File: src/rtl/i2s_tx_scheduler.sv
// Feeds the i2s_tx serializer one {left,right} pair per I2S frame from a small pair FIFO,
// holding the serializer in reset until enough pairs are buffered and draining it cleanly on stop.
module i2s_tx_scheduler #(
   parameter int ADDR_W      = 3,
   parameter int PRIME_LEVEL = 4
) (
   input  logic              sysclk,
   input  logic              rst_n,
   input  logic              enable,
   input  logic              mute,
   input  logic              flush,
   input  logic              s_valid,
   output logic              s_ready,
   input  logic [15:0]       s_left,
   input  logic [15:0]       s_right,
   input  logic              wclk_in,
   output logic              tx_rst,
   output logic [15:0]       din_left,
   output logic [15:0]       din_right,
   output logic [ADDR_W:0]   fifo_level,
   output logic              frame_strobe,
   output logic              underrun,
   input  logic              underrun_clr,
   output logic [1:0]        state
);

   localparam int              DEPTH   = 2**ADDR_W;
   localparam logic [ADDR_W:0] DEPTH_L = (ADDR_W+1)'(DEPTH);
   localparam logic [ADDR_W:0] PRIME_L = (ADDR_W+1)'(PRIME_LEVEL);

   typedef enum logic [1:0] {
      IDLE  = 2'd0,
      PRIME = 2'd1,
      RUN   = 2'd2,
      STOP  = 2'd3
   } state_t;

   state_t              state_q, state_d;
   logic                wclk_q;
   logic [ADDR_W-1:0]   wr_ptr_q, wr_ptr_d;
   logic [ADDR_W-1:0]   rd_ptr_q, rd_ptr_d;
   logic [ADDR_W:0]     level_q, level_d;
   logic [31:0]         mem_q [DEPTH];
   logic                tx_rst_q, tx_rst_d;
   logic [15:0]         din_left_q, din_left_d;
   logic [15:0]         din_right_q, din_right_d;
   logic                strobe_q, strobe_d;
   logic                underrun_q, underrun_d;

   logic fb, empty, full, push, pop, do_flush;

   // fb is one cycle after the wclk rise, so i2s_tx has already latched the previous right word
   assign fb       = wclk_in & ~wclk_q;
   assign empty    = (level_q == '0);
   assign full     = (level_q == DEPTH_L);
   assign push     = s_valid & ~full;
   assign do_flush = flush & (state_q == IDLE);
   assign pop      = fb & (state_q == RUN) & enable & ~empty;

   always_comb begin
      wr_ptr_d = wr_ptr_q;
      rd_ptr_d = rd_ptr_q;
      level_d  = level_q;
      if (do_flush) begin
         wr_ptr_d = '0;
         rd_ptr_d = '0;
         level_d  = '0;
      end else begin
         if (push) wr_ptr_d = wr_ptr_q + ADDR_W'(1);
         if (pop)  rd_ptr_d = rd_ptr_q + ADDR_W'(1);
         case ({push, pop})
            2'b10:   level_d = level_q + (ADDR_W+1)'(1);
            2'b01:   level_d = level_q - (ADDR_W+1)'(1);
            default: level_d = level_q;
         endcase
      end
   end

   always_comb begin
      state_d     = state_q;
      din_left_d  = din_left_q;
      din_right_d = din_right_q;
      strobe_d    = 1'b0;
      underrun_d  = underrun_q & ~underrun_clr;
      case (state_q)
         IDLE: begin
            din_left_d  = '0;
            din_right_d = '0;
            if (enable) state_d = PRIME;
         end
         PRIME: begin
            din_left_d  = '0;
            din_right_d = '0;
            if (!enable)               state_d = IDLE;
            else if (level_q >= PRIME_L) state_d = RUN;
         end
         RUN: begin
            if (fb) begin
               strobe_d = 1'b1;
               if (!enable) begin
                  state_d     = STOP;
                  din_left_d  = '0;
                  din_right_d = '0;
               end else if (!empty) begin
                  din_left_d  = mute ? 16'd0 : mem_q[rd_ptr_q][31:16];
                  din_right_d = mute ? 16'd0 : mem_q[rd_ptr_q][15:0];
               end else begin
                  din_left_d  = '0;
                  din_right_d = '0;
                  underrun_d  = 1'b1;
               end
            end
         end
         STOP: begin
            din_left_d  = '0;
            din_right_d = '0;
            if (fb) begin
               strobe_d = 1'b1;
               state_d  = IDLE;
            end
         end
         default: state_d = IDLE;
      endcase
      tx_rst_d = (state_d == IDLE) || (state_d == PRIME);
   end

   always_ff @(posedge sysclk or negedge rst_n) begin
      if (!rst_n) begin
         state_q     <= IDLE;
         wclk_q      <= 1'b0;
         wr_ptr_q    <= '0;
         rd_ptr_q    <= '0;
         level_q     <= '0;
         tx_rst_q    <= 1'b1;
         din_left_q  <= '0;
         din_right_q <= '0;
         strobe_q    <= 1'b0;
         underrun_q  <= 1'b0;
      end else begin
         state_q     <= state_d;
         wclk_q      <= wclk_in;
         wr_ptr_q    <= wr_ptr_d;
         rd_ptr_q    <= rd_ptr_d;
         level_q     <= level_d;
         tx_rst_q    <= tx_rst_d;
         din_left_q  <= din_left_d;
         din_right_q <= din_right_d;
         strobe_q    <= strobe_d;
         underrun_q  <= underrun_d;
      end
   end

   // Storage needs no reset: the pointers define what is valid
   always_ff @(posedge sysclk) begin
      if (push && !do_flush) mem_q[wr_ptr_q] <= {s_left, s_right};
   end

   assign s_ready      = ~full;
   assign fifo_level   = level_q;
   assign tx_rst       = tx_rst_q;
   assign din_left     = din_left_q;
   assign din_right    = din_right_q;
   assign frame_strobe = strobe_q;
   assign underrun     = underrun_q;
   assign state        = state_q;

endmodule

File: config.mk
export PLATFORM = sky130hd
export DESIGN_NAME = i2s_tx_scheduler
export DESIGN_NICKNAME = d
export VERILOG_FILES = /design/src/rtl/i2s_tx_scheduler.sv
export SDC_FILE = /design/constraint.sdc
export NUM_CORES = 1
export LEC_CHECK = 0
export ABC_AREA = 1
export BUFFER_PORTS_ARGS = -buffer_cell sky130_fd_sc_hd__buf_2
export CAP_MARGIN = 20
export CELL_PAD_IN_SITES_DETAIL_PLACEMENT = 0
export CELL_PAD_IN_SITES_GLOBAL_PLACEMENT = 1
export CORE_MARGIN = 2
export CORE_UTILIZATION = 30
export DETAILED_ROUTE_END_ITERATION = 10
export GPL_TIMING_DRIVEN = 0
export PLACE_DENSITY = 0.62
export SYNTH_ARGS = -nofsm -noshare
export SYNTH_HDL_FRONTEND = slang
export SYNTH_SLANG_ARGS = --single-unit
File: constraint.sdc
create_clock -name sysclk -period 2.85 [get_ports sysclk]
set_input_delay 0.57 -clock sysclk [delete_from_list [all_inputs] [get_ports sysclk]]
set_output_delay 0.57 -clock sysclk [all_outputs]
set_load 0.01 [all_outputs]
==> results of run 1 <==
flip-flops by register name (all words and copies together), names as in the netlist:
signal,flops
underrun,1
fifo_level,4
frame_strobe,1
din_right,16
din_left,16
wr_ptr_q,3
rd_ptr_q,3
mem_q,256
tx_rst,1
wclk_q,1
state,2
Yosys cell counts:
| library cell | instances | area share |
|---|---|---|
| nor3_1 | 2 | 0.00085 |
| nand3_1 | 54 | 0.023 |
| nor2_4 | 1 | 0.00095 |
| xnor2_1 | 1 | 0.00074 |
| o21ai_1 | 39 | 0.016 |
| nor3b_1 | 1 | 0.00063 |
| nor2_8 | 2 | 0.0034 |
| a32oi_1 | 1 | 0.00074 |
| buf_4 | 2 | 0.0013 |
| o32ai_1 | 1 | 0.00074 |
| o221ai_1 | 45 | 0.033 |
| a21oi_1 | 3 | 0.0013 |
| clkbuf_1 | 38 | 0.012 |
| inv_1 | 22 | 0.0070 |
| o211ai_1 | 19 | 0.012 |
| nand3_2 | 1 | 0.00085 |
| buf_2 | 14 | 0.0059 |
| buf_1 | 2 | 0.00063 |
| o22ai_1 | 19 | 0.010 |
| inv_2 | 5 | 0.0016 |
| nor2_1 | 143 | 0.045 |
| nand4_1 | 1 | 0.00053 |
| ha_1 | 4 | 0.0042 |
| buf_6 | 2 | 0.0019 |
| nand2_2 | 1 | 0.00053 |
| a211oi_1 | 1 | 0.00063 |
| o21ai_0 | 96 | 0.041 |
| dfstp_2 | 1 | 0.0022 |
| nand2_1 | 64 | 0.020 |
| nor2_2 | 2 | 0.0011 |
| edfxtp_1 | 256 | 0.65 |
| dfrtp_1 | 47 | 0.099 |
layout make-up:
cell class / count / share of cell area
sequential: 304 / 0.6279
antenna: 1 / 0.0001768
tap: 518 / 0.04578
clock inverter: 15 / 0.008308
clock buffer: 46 / 0.06399
inverter: 27 / 0.007159
multi-input combinational: 501 / 0.1866
timing repair buffer: 90 / 0.04189
buffer: 58 / 0.01821
worst max-delay path: cells and delay by family, from the launching register on:
kind / cells / cell delay (ps)
simple gates: 5 / 1510
flops: 1 / 480
buf+inv: 2 / 370
how the worst max path moves through the flow:
stage / start / to / slack, ps
floorplan: fifo_level[1] / mem_q[0][0] / -60
global placement: flush / mem_q[4][1] / -2130
detailed placement: flush / mem_q[3][1] / 60
CTS: state[0] / mem_q[3][19] / 120
global route: state[0] / mem_q[3][19] / 5
finish: state[0] / mem_q[3][19] / 200
cells by family after synthesis:
kind of cell    synth area share
flops                     0.7515
simple gates             0.09730
compound gates            0.1159
buf+inv                  0.03035
fa+ha+maj               0.004231
xor+xnor               0.0007405
power breakdown:
part | internal (mW) | switching (mW)
Clock | 2.34 | 1.71
Combinational | 0.461 | 1.21
Sequential | 5.28 | 0.136
routing by layer:
layer / wire length (um) / track usage
met1: 15010 / 0.2261
met2: 15920 / 0.2705
met3: 2169 / 0.03387
met4: 696 / 0.04406
met5: 31 / 0
==> results.toml, run 1 <==
[sta]
setup_slack_ps = 196.0
whs_ps = 61.63
finalMaxSlewViolations = 0
finalClockSkew_ps = 30.24
setup_viol = 0
rsz0062_at_grt = "no"
max_freq_mhz = 376.8
maxSlewHeadroom = 0.3738
hold_viol = 0
worst_slew_pin_slew_ps = 939.3
final.period_utilization = 0.9312
finalSetupTns_ps = 0
layout_min_cycle_time_ps = 2654

[clock_tree]
ctsLongestPathBuffers = 3
clkSinkCount = 304
holdBufCountCts = 0
cts_tree = "built"
cts_made_buffers = 34
cts_max_level = 2
cts_setup_buffers = 0
clk_latency_ps = 520
cts_resized = 0
cts_root_buffer = "clkbuf_16"
cts.clk_slew.worst_paths_ps = 60

[global_routing]
gr-total-overflow = 0
grt_pass1_wl_um = 50220
grt_usage = 0.1660
grt_pass1_vias = 7714
grt_max_degree = 27
antenna_found_initial = 2

[routing]
num_vias = 7717
ant_nets = 0
avgRoutedWirePerCell_um = 21.68
drc = 0
drt-vias-per-instance = 4.947
drtPass1Iterations = 7
drt-initial-drc-count = 829
wl_um = 33830

[setup_path]
worstPathArrival_ps = 2870
r2r-end = "mem_q[3][19]"
cpPeakStageDelay_ps = 710
r2r_slack_ps = 200
crit_type = "reg -> reg"
worstPathCellList = "nor2_1 -> nand2_1 -> inv_1 -> nor2_1 -> nand2_1 -> nor2_4 -> buf_16"
endpoint_kind = "flip-flop"
cp_slowest_cell = "nor2_4"
worstPathMaxFanout = 19
r2r_cells = 7
r2r-start = "state[0]"
startpoint_type = "flip-flop"
required_ps = 3070

[final_layout]
stdcell_count = 1560
n_fill_cell = 3733
final_common_cell = "edfxtp_1"
fin_util = 0.3646
drive_above_1_share = 0.1671
area_growth_pct = 19.67
nets = 1060
layout_common_cells = "edfxtp_1 (256), nor2_1 (135), o21ai_0 (96)"
ff_latch_area_um2 = 8890
finalInstanceArea_um2 = 14160
multi_input_area_um2 = 2641

[power]
leakage_nw = 5.159
ir_worst_vdd_uv = 371.0
powerDensity_nw_per_um2 = 786.5
finalPower_mw = 11.14

[floorplan]
die_area_um2 = 41040
rows = 72
io_pins = 82
die_h_um = 202.6
core_um2 = 38830
initial_utilization = 0.3047
fp.dieW_um = 202.6

[placement]
dp.cells = 1498
portBuffers = 81
place_congestion = 0.7428
dp_hpwl_um = 21770
placed_area_um2 = 13130
place_ws_ps = 56.14

[job]
maxCapViolCount = 0

[synthesis]
synth_seq_area_share = 0.7515
ys_warn_count = 0
syn_nets = 934
ys_types = 32
syn-instance-count = 890
postSynthAreaPerCell_um2 = 13.29
ys_ff_latch = 304
syn_area_um2 = 11830

[worst_hold_path]
hold_class = "in -> async"

[outcome]
status = "completed"
Note: power is estimated with default switching activity, not from simulation.
==> run 2, diff against run 1 <==
--- a/config.mk
+++ b/config.mk
@@ -12,9 +12,10 @@
 export CELL_PAD_IN_SITES_GLOBAL_PLACEMENT = 1
 export CORE_MARGIN = 2
 export CORE_UTILIZATION = 30
+export CTS_CLUSTER_SIZE = 20
 export DETAILED_ROUTE_END_ITERATION = 10
 export GPL_TIMING_DRIVEN = 0
-export PLACE_DENSITY = 0.62
+export PLACE_DENSITY = 0.6
 export SYNTH_ARGS = -nofsm -noshare
 export SYNTH_HDL_FRONTEND = slang
 export SYNTH_SLANG_ARGS = --single-unit
==> constraint.sdc (replaced) <==
create_clock -name sysclk -period 3.3 [get_ports sysclk]
set_input_delay 0.66 -clock sysclk [delete_from_list [all_inputs] [get_ports sysclk]]
set_output_delay 0.66 -clock sysclk [all_outputs]
set_load 0.01 [all_outputs]
==> run 2 against run 1 <==
Net effect: maximum frequency decreased by 1.6%; clock power decreased by 5.9%; count of clock-buffer cells in the layout increased by 2; final cell count increased by 0.19%; clock skew decreased by 5.9 ps; sequential power decreased by 14%; non-clock buffer count unchanged; via count about the same; cell area increased by 0.93%; critical path depth unchanged.
==> results.toml, run 2 (synthesis gave the netlist of run 1 again) <==
[sta]
setup_viol = 0
finalClockSkew_ps = 24.32
final.period_utilization = 0.8171
hold_viol = 0
maxSlewHeadroom = 0.3385
whs_ps = 176.6
finalMaxSlewViolations = 0
max_freq_mhz = 370.9
layout_min_cycle_time_ps = 2696
rsz0062_at_grt = "no"
worst_slew_pin_slew_ps = 992.3
finalSetupTns_ps = 0

[routing]
ant_nets = 0
num_vias = 7715
drt-vias-per-instance = 4.936
wl_um = 34340
drc = 0
drt-initial-drc-count = 647
drtPass1Iterations = 7
avgRoutedWirePerCell_um = 21.97

[global_routing]
grt_usage = 0.1682
antenna_found_initial = 4
grt_pass1_vias = 7703
grt_pass1_wl_um = 50600
gr-total-overflow = 0
grt_max_degree = 29

[setup_path]
cp_slowest_cell = "nor2_4"
r2r-start = "state[0]"
worstPathMaxFanout = 17
crit_type = "reg -> reg"
endpoint_kind = "flip-flop"
cp-startpoint = "state[0]"
worstPathCellList = "nor2_1 -> nand2_1 -> inv_1 -> nor2_1 -> nand2_1 -> nor2_4 -> buf_12"
path_delay_family = "simple AND/OR/NAND/NOR gates"
worstPathArrival_ps = 2900
cpPeakStageDelay_ps = 660
critPathBufInv = 2
required_ps = 3500
startpoint_type = "flip-flop"

[floorplan]
core_um2 = 38830
rows = 72
die_h_um = 202.6
io_pins = 82
initial_utilization = 0.3047
die_area_um2 = 41040
fp.dieW_um = 202.6

[placement]
portBuffers = 81
place_congestion = 0.7344
placed_area_um2 = 13140
dp.cells = 1498
dp_hpwl_um = 21940

[clock_tree]
cts_tree = "built"
cts_made_buffers = 35
holdBufCountCts = 0
clk_latency_ps = 520
ctsLongestPathBuffers = 3
cts_root_buffer = "clkbuf_16"
cts_setup_buffers = 0
clkSinkCount = 304
cts_resized = 0
cts.clk_slew.worst_paths_ps = 60
cts_max_level = 2

[power]
leakage_nw = 5.221
ir_worst_vdd_uv = 329.3
powerDensity_nw_per_um2 = 696.6

[final_layout]
finalInstanceArea_um2 = 14290
largest_register_ffs = 256
top_register = "mem_q"
stdcell_count = 1563
layout_common_cells = "edfxtp_1 (256), nor2_1 (135), o21ai_0 (96)"
drive_above_1_share = 0.1716
area_growth_pct = 20.78
nets = 1061
final_common_cell = "edfxtp_1"

[job]
maxCapViolCount = 0

[worst_hold_path]
hold_class = "in -> async"

[outcome]
status = "completed"
run 2: cell types whose count changed in the layout (fill, tap and decap cells not counted), sizes merged:
cell	change
inv	-1
clkbuf	+2
clkinv	-1
bufinv	+2
diode	+1
run 2: layout make-up:
cell class | instances | area, um^2
Fill cell | 3761 | 24540
Sequential cell | 304 | 8890
Multi-Input combinational cell | 501 | 2641
Clock buffer | 48 | 975.9
Tap cell | 518 | 648.1
Timing Repair Buffer | 90 | 600.6
Buffer | 58 | 257.7
Clock inverter | 15 | 168.9
Inverter | 27 | 101.3
Antenna cell | 2 | 5.005
run 2: path summary, 6_finish.rpt:
kind	to	slack [ps]	cells past startpoint
worst max-delay path	mem_q[4][3]	600	7
max in group asynchronous	tx_rst	2450	2
worst max register to register	mem_q[4][3]	600	7
worst min-delay path	din_left[12]	180	1
worst min register to register	din_left[0]	500	2
min in group sysclk	wclk_q	280	1
run 2: routing by layer:
layer | vias up | GRT usage | part of all wire
met3 | 53 | 0.04446 | 0.069
met2 | 229 | 0.2763 | 0.47
li1 | 3575 | - | -
met1 | 3854 | 0.2209 | 0.44
met4 | 4 | 0.04406 | 0.019
met5 | - | 0 | 0.00070
run 2: power by group:
group / internal, mW / switching, mW
Clock: 2.32 / 1.50
Combinational: 0.404 / 1.06
Sequential: 4.56 / 0.119
run 2: through the flow:
step	total power, mW	utilization	setup WS, ps
3_3_place_gp	6.131	0.3318	-1729
5_1_grt	10.35	0.3679	414.8
3_5_place_dp	6.230	0.3384	383.0
2_1_floorplan	5.538	-	366.7
4_1_cts	10.03	0.3679	563.6
6_report	9.954	0.3680	603.5
==> run 3, diff against run 2 <==
--- a/config.mk
+++ b/config.mk
@@ -5,7 +5,7 @@
 export SDC_FILE = /design/constraint.sdc
 export NUM_CORES = 1
 export LEC_CHECK = 0
-export ABC_AREA = 1
+export ABC_AREA = 0
 export BUFFER_PORTS_ARGS = -buffer_cell sky130_fd_sc_hd__buf_2
 export CAP_MARGIN = 20
 export CELL_PAD_IN_SITES_DETAIL_PLACEMENT = 0
@@ -15,7 +15,7 @@
 export CTS_CLUSTER_SIZE = 20
 export DETAILED_ROUTE_END_ITERATION = 10
 export GPL_TIMING_DRIVEN = 0
-export PLACE_DENSITY = 0.6
+export PLACE_DENSITY = 0.58
 export SYNTH_ARGS = -nofsm -noshare
 export SYNTH_HDL_FRONTEND = slang
 export SYNTH_SLANG_ARGS = --single-unit
==> constraint.sdc (replaced) <==
create_clock -name sysclk -period 2.6 [get_ports sysclk]
set_input_delay 0.52 -clock sysclk [delete_from_list [all_inputs] [get_ports sysclk]]
set_output_delay 0.52 -clock sysclk [all_outputs]
set_load 0.01 [all_outputs]
==> run 3 against run 2 <==
Net effect: synthesized area is 1.4% lower; maximum frequency is 8.0% higher; critical path depth is 2 lower; sequential cell count unchanged; count of clock-buffer cells in the layout shrank 9; sequential share of layout area fell by 0.38 points; die area fell by 1.3%; worst setup slack worse by 500 ps; clock skew down 1.5 ps; total power increased by 42%; largest cell class unchanged.
==> results.toml, run 3 <==
[sta]
final.period_utilization = 0.9605
finalClockSkew_ps = 22.85
finalMaxSlewViolations = 0
setup_viol = 0
hold_viol = 0
layout_min_cycle_time_ps = 2497
finalSetupTns_ps = 0
max_freq_mhz = 400.4
maxSlewHeadroom = 0.3237
worst_slew_pin_slew_ps = 1014

[clock_tree]
ctsLongestPathBuffers = 3
clk_latency_ps = 510
cts_tree = "built"
cts_max_level = 2
cts_root_buffer = "clkbuf_16"
cts.clk_slew.worst_paths_ps = 50
clkSinkCount = 304
cts_made_buffers = 34

[synthesis]
synth_top_area_frac = 0.6587
synth_seq_area_share = 0.7618
ys_ff_latch = 304
synth.area.top_cells = "edfxtp_1 (66%), mux4_2 (12%), dfrtp_1 (10%)"
ys_warn_count = 0
synth_common_cells = "edfxtp_1 (256), mux4_2 (64), dfrtp_1 (47)"
ys_types = 49
syn_area_um2 = 11670
syn_nets = 598
synth_area_leader_cell = "edfxtp_1"
yosysMostFrequentCell = "edfxtp_1"
synth_ff_type = "edfxtp_1"
postSynthAreaPerCell_um2 = 21.06
ys_async_sr_fraction = 0.1579
syn-instance-count = 554
synth_edf_count = 256

[final_layout]
layout_common_cells = "edfxtp_1 (256), buf_2 (89), mux4_2 (64)"
final_common_cell = "edfxtp_1"
nets = 735
top_register = "mem_q"
n_fill_cell = 3584
drive_above_1_share = 0.3478
area_growth_pct = 23.20
ff_latch_area_um2 = 8891
largest_register_ffs = 256
fin_util = 0.3729
multi_input_area_um2 = 2718

[floorplan]
fp.dieW_um = 201.2
io_pins = 82
rows = 72
core_um2 = 38560
initial_utilization = 0.3027
die_area_um2 = 40490
die_h_um = 201.2

[setup_path]
worstPathArrival_ps = 2850
r2r_cells = 5
r2r-end = "din_right[9]"
crit_type = "reg -> reg"
endpoint = "din_right[9]"
endpoint_kind = "flip-flop"
cp-startpoint = "rd_ptr_q[1]"
required_ps = 2950
worstPathMaxFanout = 10
startpoint_type = "flip-flop"
r2r_slack_ps = 100
r2r-start = "rd_ptr_q[1]"

[global_routing]
grt_usage = 0.1345
grt_pass1_vias = 6347
grt_pass1_wl_um = 40100
gr-total-overflow = 0
antenna_found_initial = 5
grt_max_degree = 34

[routing]
drc = 0
drt-initial-drc-count = 345
drtPass1Iterations = 4
wl_um = 26940
drt-vias-per-instance = 4.703
avgRoutedWirePerCell_um = 21.81
num_vias = 5808
ant_nets = 0

[outcome]
status = "completed"

[power]
ir_worst_vdd_uv = 431.9
powerDensity_nw_per_um2 = 983.0
leakage_nw = 4.816

[placement]
dp_hpwl_um = 16970
portBuffers = 81
place_congestion = 0.6953

[worst_hold_path]
hold_class = "in -> reg"

[job]
maxCapViolCount = 0
## run 3: changes by cell type after synthesis, moves of 17 or more
cell       previous run  this run
clkbuf_1             38        14
nor2_1              143        14
mux4_2                0        64
inv_1                22         5
o211ai_1             19         0
o22ai_1              19         1
o221ai_1             45         0
mux2i_1               0        34
nand2_1              64         7
o2bb2ai_1             0        32
nand3_1              54         4
o21ai_1              39         0
o21ai_0              96         4
## run 3: repair_timing
item / 4_1_cts / 5_1_grt
hold buffers: 1 / 0
hold endpoints to repair: 13 / 0
setup endpoints to repair: 55 / 1
pin swaps: 4 / 2
buffers inserted: 6 / 2
gates resized for setup: 1 / 3
## run 3: kinds of logic (layout without fill, tap and decap cells)
group                    after synthesis  after routing  share of synthesized area
XOR/XNOR                               6              6                   0.004503
AO/OA/AOI/OAI                         56             56                    0.03935
AND/OR/NAND/NOR                       49             49                    0.02370
other                                  0              1                          0
adder cells (fa/ha/maj)                4              4                   0.004289
buffers and inverters                 37            199                    0.01372
multiplexers                          98             98                     0.1527
flip-flops                           304            304                     0.7618
## run 3: metal layers
layer	track usage	vias to the layer above	routed length, um
met2	0.2352	142	13790
met4	0.03335	8	498
li1	-	2575	-
met3	0.03207	45	1652
met1	0.1683	3038	10950
met5	0	-	55
## run 3: worst max-delay path: stages, from the launching register on
cell	delay (ps)
dfrtp_1	390
clkbuf_1	470
buf_1	730
mux4_2	420
mux2i_1	260
o2bb2ai_1	90
## run 3: power breakdown
group	internal (mW)	switching, mW
combinational	1.36	1.59
sequential	5.90	0.210
clock	3.19	1.88
total	10.5	3.68
## run 3: per-stage QoR
step / hold WS [ps] / setup slack (ps) / total power [mW] / std cells / area, um^2
detailed placement: 474.4 / -181.6 / 9.167 / 1164 / 13030
global route: 170.8 / -10.03 / 14.75 / 1234 / 14380
floorplan: 224.4 / -201.2 / 8.082 / 554 / 11680
global placement: 475.9 / -2165 / 8.915 / 1153 / 12730
CTS: 160.1 / 3.046 / 14.33 / 1232 / 14340
finish: 180.3 / 102.8 / 14.13 / 1235 / 14380
## run 3: worst min-delay path by stage
| stage | from | end | slack [ps] | cells after the start |
|---|---|---|---|---|
| CTS | wclk_in | wclk_q | 160 | 1 |
| finish | wclk_in | wclk_q | 180 | 1 |
| detailed placement | din_left[4] | din_left[4] | 470 | 1 |
| global placement | din_left[4] | din_left[4] | 480 | 1 |
| global route | wclk_in | wclk_q | 170 | 1 |
| floorplan | rst_n | din_left[0] | 220 | 0 |
## run 3: layout make-up
| type | count | area share |
|---|---|---|
| Sequential cell | 304 | 0.6184 |
| Multi-Input combinational cell | 213 | 0.1890 |
| Clock buffer | 39 | 0.06266 |
| Timing Repair Buffer | 101 | 0.05326 |
| Tap cell | 518 | 0.04508 |
| Clock inverter | 22 | 0.02028 |
| Buffer | 30 | 0.009312 |
| Inverter | 7 | 0.001828 |
| Antenna cell | 1 | 0.0001740 |
